`config.mk`:
```
export PLATFORM = sky130hd
export DESIGN_NAME = fetch_sequencer
export DESIGN_NICKNAME = d
export VERILOG_FILES = /design/src/rtl/fetch_sequencer.sv
export SDC_FILE = /design/constraint.sdc
export NUM_CORES = 1
export LEC_CHECK = 0
export CORE_ASPECT_RATIO = 1.5
export CORE_MARGIN = 2
export CORE_UTILIZATION = 48
export CTS_BUF_LIST = sky130_fd_sc_hd__clkbuf_4
export CTS_CLUSTER_SIZE = 14
export DETAILED_ROUTE_END_ITERATION = 7
export GPL_TIMING_DRIVEN = 0
export PLACE_DENSITY = 0.94
export SLEW_MARGIN = 0
export SYNTH_ARGS = -nofsm -noshare
export SYNTH_HDL_FRONTEND = slang
export SYNTH_SLANG_ARGS = --single-unit
export TNS_END_PERCENT = 100
```
`constraint.sdc`:
```
create_clock -name clk -period 6.25 [get_ports clk]
set_clock_uncertainty 0.15 [all_clocks]
set_input_delay 0.625 -clock clk [delete_from_list [all_inputs] [get_ports clk]]
set_output_delay 0.625 -clock clk [all_outputs]
set_load 0.005 [all_outputs]
```
`src/rtl/fetch_sequencer.sv`:
```
// Fetch sequencer: owns PC and instruction/immediate registers upstream of the decoder.
// Optional breakpoint-to-halt logic is enabled by defining FETCH_BREAKPOINT_EN.
module fetch_sequencer #(
  parameter int unsigned      WIDTH    = 16,
  parameter logic [WIDTH-1:0] RESET_PC = 16'h0000
) (
  input  logic             clk,
  input  logic             reset,
  input  logic             cnt_en,
  input  logic             pc_sload,
  input  logic [WIDTH-1:0] new_pc,
  input  logic [WIDTH-1:0] instr_out1,
  input  logic [WIDTH-1:0] instr_out2,
  input  logic             mem_ready,
  input  logic             stall,
`ifdef FETCH_BREAKPOINT_EN
  input  logic             bkpt_en,
  input  logic [WIDTH-1:0] bkpt_addr,
`endif
  output logic [WIDTH-1:0] instr,
  output logic [WIDTH-1:0] N,
  output logic [WIDTH-1:0] pc,
  output logic             instr_valid,
  output logic             halted
);

  typedef enum logic [1:0] {StBoot, StRun, StWait, StHalt} state_e;

  state_e           state_q, state_d;
  logic [WIDTH-1:0] pc_q, pc_d;
  logic [WIDTH-1:0] instr_q, instr_d;
  logic [WIDTH-1:0] n_q, n_d;
  logic [WIDTH-1:0] pc_upd;
  logic             load;

  // sload has priority over increment; increment wraps modulo 2^WIDTH.
  assign pc_upd = pc_sload ? new_pc : (cnt_en ? pc_q + WIDTH'(1) : pc_q);

  always_comb begin
    state_d = state_q;
    pc_d    = pc_q;
    instr_d = instr_q;
    n_d     = n_q;
    load    = 1'b0;
    unique case (state_q)
      StBoot: begin
        if (mem_ready) begin
          instr_d = instr_out1;
          n_d     = instr_out2;
          state_d = StRun;
        end
      end
      StRun: begin
        if (!stall) begin
          if (instr_q[15:11] == 5'b11111) begin
            state_d = StHalt;
          end else if (!mem_ready) begin
            state_d = StWait;
          end else begin
            load = 1'b1;
          end
        end
      end
      StWait: begin
        if (mem_ready && !stall) begin
          load = 1'b1;
        end
      end
      StHalt: begin
        state_d = StHalt;
      end
      default: state_d = StBoot;
    endcase

    if (load) begin
      pc_d    = pc_upd;
      instr_d = instr_out1;
      n_d     = instr_out2;
      state_d = StRun;
`ifdef FETCH_BREAKPOINT_EN
      // Only a real PC write can hit the breakpoint; the load itself still completes.
      if (bkpt_en && (pc_sload || cnt_en) && (pc_upd == bkpt_addr)) begin
        state_d = StHalt;
      end
`endif
    end
  end

  always_ff @(posedge clk or posedge reset) begin
    if (reset) begin
      state_q <= StBoot;
      pc_q    <= RESET_PC;
      instr_q <= '0;
      n_q     <= '0;
    end else begin
      state_q <= state_d;
      pc_q    <= pc_d;
      instr_q <= instr_d;
      n_q     <= n_d;
    end
  end

  assign instr       = instr_q;
  assign N           = n_q;
  assign pc          = pc_q;
  assign halted      = (state_q == StHalt);
  assign instr_valid = (state_q == StRun) && !stall;

endmodule

```
# == Word-level counts from Yosys, hierarchy flattened ==
# Index checks and enable logic that the tools add are counted.
# Widths: inputs -> output; s select.
# word_totals
mem_bits_rw,0
n_memories,0
input_bits,54
output_inout_bits,50
rom_bits,0
wordCells,42
regBits,50
latch_bits,0
# classes
n_reduce_logical,11
n_mux,19
n_lt_le_gt_ge,0
n_div,0
shift,0
n_bitwise,0
eq_ne,7
n_addsub,1
n_mul,0
# op_table
op,count
$mux 16,8
$add 16x1->16 const B,1
$mux 2,5
$ne 3x3->1 const B,2
$pmux 2 s3,1
$reduce_bool 2->1,3
$eq 5x5->1 const B,1
$eq 2x2->1 const B,2
$mux 1,4
$ne 4x4->1 const B,1
$reduce_and 2->1,2
$reduce_and 4->1,1
$reduce_bool 4->1,1
$eq 2x1->1 const B,1
$logic_and 1x1->1,2
$logic_not 2->1,1
$pmux 1 s2,1
$logic_not 1->1,1

# == Depth between registers and ports, before layout ==
# Gate-level depths: netlist of run 1.
# logic_depth
ltp_word,6
mapped_depth,8
ltp_nobuf,7

# == Worst setup path before layout of run 1 ==
# Ideal clock, no wire load.
# synth_path
path_type,flip-flop to flip-flop
from,register state_q[0]
to,register n_q[0] (netlist: N[0])
path_buffers,1
required_ns,5.975
stages_incl_launch_ff,9
synth_period_minus_slack_ns,2.095
arrival_ns,1.820
setup_ns,0.125
path_slack_ns,4.155
cell_sequence,dfrtp_1 > inv_1 > ha_1 > nand3b_1 > a311o_1 > nand2b_2 > nand2_4 > buf_6 > mux2_4
# synth_via
elab_chain_len,4
word_cells_on_any_way,8
cone_classes,eq/ne (2); mux (2); reduce/logical (4)
# synth_rtl
item,line_no,rtl
start: declaration,29,"state_e state_q, state_d;"
start signal: assignment,91,state_q <= StBoot;
start signal: assignment,96,state_q <= state_d;
$eq 2x2->1 or $eq 2x1->1 (tied branches),45,unique case (state_q)
$pmux 1 s2,45,
$reduce_bool 2->1 (no source line),n/a,
$reduce_and 2->1 (no source line),n/a,
end signal: assignment,99,n_q <= n_d;
end: declaration,32,"logic [WIDTH-1:0] n_q, n_d;"
# Parallel ways exist; a longest one is shown, timed or not.
# A chain may end at the register's enable or synchronous reset.

# == Worst setup path after layout of run 1 ==
# layout_path
from,register state_q[1]
to,output instr_valid
# layout_via
elab_chain_len,2
# layout_rtl
item,line_no,rtl
$eq 2x1->1,107,assign instr_valid = (state_q == StRun) && !stall;
$logic_and 1x1->1,107,
end: declaration,23,"output logic instr_valid,"
# Every way passes these cells.

==> results of run 1 <==
[registers in the layout (all words and copies together) (netlist names)]
name     flops
N           16
instr       16
pc          16
state_q      2
[worst register-to-register path: cells and delay by family, from the launching register on]
| family | cells | cell delay (ns) |
|---|---|---|
| compound gates | 4 | 0.96 |
| flops | 1 | 0.39 |
| buf+inv | 2 | 0.35 |
| fa+ha+maj | 1 | 0.32 |
| simple gates | 1 | 0.14 |
[routing by layer]
layer / GRT usage (%) / wire, um / vias to the layer above / part of all wire [%]
met5: 0 / 0 / - / 0
met4: 7.61 / 131 / 0 / 2.1
met3: 5.10 / 466 / 19 / 7.4
met2: 41.9 / 3450 / 133 / 54
met1: 24.6 / 2280 / 999 / 36
li1: - / - / 1015 / -
[cells by family after synthesis]
group           synth area share, %
fa+ha+maj                      2.47
flops                          49.4
compound gates                 12.6
buf+inv                        3.46
simple gates                   12.2
mux                            19.9
[area by class of cell]
class / count / share of cell area, %
plain buffers: 9 / 1.65
repair buffers: 104 / 28.2
clock inverters: 3 / 0.571
inverters: 7 / 0.705
multi-input cells: 152 / 32.0
clock buffers: 5 / 1.01
well taps: 68 / 2.28
flip-flops and latches: 50 / 33.6
[synthesized netlist by cell type]
| library cell | count | share of area, % |
|---|---|---|
| clkbuf_1 | 4 | 0.59 |
| a31o_2 | 1 | 0.35 |
| o31ai_1 | 1 | 0.30 |
| a21o_1 | 2 | 0.59 |
| nand2_4 | 1 | 0.44 |
| and2_1 | 2 | 0.49 |
| nor2_1 | 11 | 1.6 |
| nand3_1 | 10 | 2.0 |
| nor3_1 | 8 | 1.6 |
| a311oi_1 | 1 | 0.35 |
| nor2b_1 | 2 | 0.49 |
| nor4_1 | 2 | 0.49 |
| o22ai_1 | 3 | 0.74 |
| nand4_1 | 3 | 0.74 |
| o2bb2ai_1 | 2 | 0.69 |
| mux2_2 | 2 | 0.89 |
| inv_1 | 7 | 1.0 |
| nand2b_2 | 1 | 0.35 |
| a2bb2oi_1 | 3 | 1.0 |
| a31oi_1 | 2 | 0.49 |
| o21ai_1 | 1 | 0.20 |
| buf_4 | 1 | 0.30 |
| nand2_1 | 12 | 1.8 |
| and4_1 | 3 | 1.0 |
| ha_1 | 5 | 2.5 |
| buf_6 | 3 | 1.3 |
| a311o_1 | 1 | 0.40 |
| buf_2 | 1 | 0.20 |
| mux2i_1 | 3 | 1.2 |
| o211ai_1 | 3 | 0.89 |
| or3b_2 | 1 | 0.35 |
| nand3b_1 | 2 | 0.59 |
| and3_1 | 1 | 0.25 |
| a21oi_1 | 19 | 3.8 |
| dfrtp_1 | 50 | 49 |
| o21ai_0 | 14 | 2.8 |
| mux2_4 | 30 | 18 |
[worst max-delay path by stage]
| stage | from | end | slack, ns |
|---|---|---|---|
| floorplan | state_q[0]$_DFFE_PP0P_ | N[0]$_DFFE_PP0P_ | 4.15 |
| global placement | reset | N[14]$_DFFE_PP0P_ | 3.35 |
| detailed placement | mem_ready | pc[4]$_DFFE_PP0P_ | 3.41 |
| CTS | state_q[1]$_DFFE_PP0P_ | instr_valid | 3.64 |
| global route | state_q[1]$_DFFE_PP0P_ | instr_valid | 3.56 |
| finish | state_q[1]$_DFFE_PP0P_ | instr_valid | 3.68 |
[where the power goes]
group / internal, mW / switching, mW
Clock: 0.0442 / 0.103
Sequential: 0.324 / 0
Combinational: 0.0337 / 0.0186
Total: 0.401 / 0.121
==> impl_metrics.json, run 1 <==
{
  "syn-instance-count": 218,
  "pre_cts_ws_ns": 3.41,
  "crit_path_top_delay_cell": "clkdlybuf4s50_1",
  "layout_commonest_cell": "clkdlybuf4s50_1",
  "rrSetupSlack_ns": 3.85,
  "crit_cells": 4,
  "path_cells": "inv_1, ha_1, nor2b_1, clkdlybuf4s50_1",
  "antenna_cells": 0,
  "grt_remaining_overflow": 0,
  "stdcell_count": 398,
  "drc": 0,
  "clk_latency_ns": 0.37,
  "min_period_over_period_pct": 41.1,
  "outcome": "completed",
  "dpl_cell_area_um2": 3670,
  "row_count": 32,
  "num_vias": 2166,
  "cts_root_buf": "clkbuf_4",
  "slew_viol_final": 0,
  "vdd_drop_max_mv": 0.138,
  "post_cts_buffers": 0,
  "antenna_found_initial": 0,
  "drtPass1Iterations": 7,
  "maxCapViolCount": 0,
  "cts_buffer_depth": 2,
  "utilization_pct": 72.7,
  "fin_nets": 388,
  "die_area_um2": 5880,
  "routedWlPerCell_um": 15.9,
  "ctsResizeCount": 0,
  "startpoint_type": "flip-flop",
  "syn_area_um2": 2530,
  "pin_count": 104,
  "yosysWarnings": 0,
  "fmax_ghz": 0.390,
  "grt_pass1_vias": 2156,
  "dieHeight_um": 92.9,
  "multi_input_area_um2": 1190,
  "worstHoldPathCells": 1,
  "crit_fanout": 7,
  "cts_tree": "done",
  "whs_ns": 0.374,
  "p_per_area_nw_per_um2": 140,
  "ys_ff_latch": 50,
  "synth_cell_types": 37,
  "routed_wl_um": 6330,
  "hp-class": "flip-flop to flip-flop",
  "syn-num-nets": 277,
  "drive_above_1_share_pct": 15.2,
  "fp.dieW_um": 63.3,
  "dpl.hpwl_um": 4860,
  "synth_seq_area_share_pct": 49.4,
  "h-tree-depth": 2,
  "max_stage_delay_ns": 0.50,
  "required_ns": 5.47,
  "setup_viol": 0,
  "grt_usage_pct": 22.4,
  "cp_top_family": "buffers and inverters",
  "fill_cells": 384,
  "cp_data_arrival_time_ns": 1.79,
  "reg2reg_depth": 8,
  "drt_iter0_markers": 166,
  "hold_end": "N[12]$_DFFE_PP0P_",
  "cts_num_sinks": 50,
  "core-area_um2": 5120,
  "gp_congestion": 0.980,
  "fin_setup_tns_ns": 0,
  "fin_crit_ns": 2.57,
  "power_mw": 0.523,
  "syn2layout_area_growth_pct": 47.2,
  "grt_pass1_wl_um": 10400,
  "start_util_pct": 49.4,
  "via_per_inst": 5.44,
  "r2r_start": "state_q[0]$_DFFE_PP0P_",
  "cts_hold_buf": 0,
  "hold_start": "N[12]$_DFFE_PP0P_",
  "path_buf_inv": 2,
  "cts_buffers": 5,
  "p_leak_nw": 1.69,
  "drtAntennaViolNets": 0,
  "port_buffers": 103,
  "stdcell_area_um2": 3730,
  "tightest_slew_ns": 0.521,
  "setup_ws_ns": 3.68,
  "final_cell_mix": "clkdlybuf4s50_1 (103), dfrtp_1 (50), mux2_4 (30)",
  "rr_endpoint": "pc[4]$_DFFE_PP0P_",
  "worstSetupEndpointType": "output pin",
  "clk_pin_slew_ns": 0.14,
  "post-place-cells": 390,
  "rsz0062_at_grt": "false",
  "syn_area_per_cell_um2": 11.6,
  "seqCellArea_um2": 1250,
  "path_class": "flip-flop to output pin",
  "grt_max_degree": 28,
  "max_slew_margin_pct": 65.2,
  "hold_violations": 0
}
No activity file was read; power rests on OpenSTA's default activity.
==> run 2: changes to the inputs <==
- CORE_UTILIZATION: 48 -> 44
- PLACE_DENSITY: 0.94 -> 0.88
- clock period: 6.25 -> 2.55 ns (I/O delays scaled with it)
==> impl_metrics.json, run 2 (synthesis gave the netlist of run 1 again) <==
{
  "outcome": "completed",
  "utilization_pct": 68.4,
  "stdcell_count": 400,
  "clockPowerShare_pct": 33.4,
  "tightest_slew_ns": 0.565,
  "combinationalPowerShare_pct": 9.3,
  "p_per_area_nw_per_um2": 369,
  "required_ns": 2.64,
  "maxCapViolCount": 0,
  "num_vias": 2155,
  "layout_commonest_cell": "clkdlybuf4s50_1",
  "cts_hold_buf": 0,
  "startpoint_type": "flip-flop",
  "power_mw": 1.38,
  "clk_latency_ns": 0.35,
  "drt_iter0_markers": 124,
  "die_area_um2": 6390,
  "routedWlPerCell_um": 15.9,
  "hold_violations": 0,
  "drtAntennaViolNets": 0,
  "post_cts_buffers": 0,
  "cts_num_sinks": 50,
  "drive_above_1_share_pct": 15.8,
  "cts_tree": "done",
  "fp.dieW_um": 65.9,
  "max_slew_margin_pct": 62.1,
  "vdd_drop_max_mv": 0.291,
  "post-place-cells": 392,
  "routed_wl_um": 6350,
  "clk_pin_slew_ns": 0.15,
  "ctsResizeCount": 0,
  "fin_crit_ns": 2.40,
  "p_sw_share_pct": 21.0,
  "grt_remaining_overflow": 0,
  "via_per_inst": 5.39,
  "pre_cts_ws_ns": 0.0221,
  "p_leak_nw": 1.70,
  "p_switching_mw": 0.292,
  "gp_congestion": 0.877,
  "pin_count": 104,
  "cp_data_arrival_time_ns": 2.49,
  "grt_max_degree": 31,
  "multi_input_area_um2": 1200,
  "port_buffers": 103,
  "min_period_over_period_pct": 94.0,
  "fill_cells": 427,
  "seqCellArea_um2": 1250,
  "reg2reg_depth": 8,
  "drc": 0,
  "antenna_cells": 0,
  "cts_buffer_depth": 2,
  "p_seq_share_pct": 57.3,
  "rsz0062_at_grt": "false",
  "row_count": 33,
  "h-tree-depth": 2,
  "final_cell_mix": "clkdlybuf4s50_1 (103), dfrtp_1 (50), mux2_4 (30)",
  "fmax_ghz": 0.417,
  "slew_viol_final": 0,
  "antenna_found_initial": 0,
  "cts_buffers": 5,
  "fin_nets": 388,
  "path_class": "flip-flop to flip-flop",
  "setup_viol": 0,
  "p_int_mw": 1.09,
  "cts_root_buf": "clkbuf_4",
  "dpl.hpwl_um": 4870,
  "worstSetupEndpointType": "flip-flop",
  "drtPass1Iterations": 4,
  "dieHeight_um": 96.9,
  "setup_ws_ns": 0.153,
  "core-area_um2": 5490,
  "grt_pass1_wl_um": 10200,
  "hp-class": "input port to async pin",
  "grt_pass1_vias": 2192,
  "fin_setup_tns_ns": 0,
  "start_util_pct": 46.1,
  "grt_usage_pct": 20.5,
  "syn2layout_area_growth_pct": 48.4,
  "crit_fanout": 10
}
==> run 2: path summary, 6_finish.rpt <==
kind | startpoint | to | slack [ns]
max | state_q[0]$_DFFE_PP0P_ | pc[4]$_DFFE_PP0P_ | 0.15
min | reset | N[13]$_DFFE_PP0P_ | 0.08
max reg2reg | state_q[0]$_DFFE_PP0P_ | pc[4]$_DFFE_PP0P_ | 0.15
min reg2reg | instr[8]$_DFFE_PP0P_ | instr[8]$_DFFE_PP0P_ | 0.38
max in group asynchronous | reset | instr[15]$_DFFE_PP0P_ | 1.63
min in group clk | instr_out1[2] | instr[2]$_DFFE_PP0P_ | 0.34
==> run 2: layout make-up <==
class | instances | area share (%)
Tap cell | 70 | 2.33
Clock buffer | 6 | 1.20
Sequential cell | 50 | 33.3
Clock inverter | 2 | 0.999
Inverter | 7 | 0.700
Buffer | 9 | 1.63
Timing Repair Buffer | 104 | 28.0
Multi-Input combinational cell | 152 | 31.8
==> run 2: metrics by stage <==
| step | cell area, um^2 | hold WS, ns |
|---|---|---|
| after floorplan | 2530 | 0.254 |
| after global placement | 3650 | 0.342 |
| after detailed placement | 3670 | 0.345 |
| after CTS | 3750 | 0.0777 |
| after global routing | 3760 | 0.0963 |
| final | 3760 | 0.0805 |
==> run 2: per-layer routing <==
metal | global-route usage, % | share of wire [%]
met4 | 6.91 | 1.2
met3 | 4.65 | 6.2
met5 | 0 | 0
met1 | 22.3 | 37
met2 | 37.8 | 55
==> run 2: power by group through the flow <==
stage / clock network (mW) / registers (mW) / logic, mW
final: 0.463 / 0.793 / 0.129
after global routing: 0.512 / 0.793 / 0.141
after CTS: 0.478 / 0.793 / 0.130
after detailed placement: 0 / 0.808 / 0.130
after global placement: 0 / 0.808 / 0.122
after floorplan: 0 / 0.808 / 0.0308
==> run 2: worst max-delay path: stages, from the launching register on <==
cell and delay (ns):
dfrtp_1 0.39, inv_1 0.08, ha_1 0.31, nand3b_1 0.12, a311oi_1 0.53, o21ai_2 0.24
buf_2 0.24, a21oi_1 0.13, o22ai_1 0.10
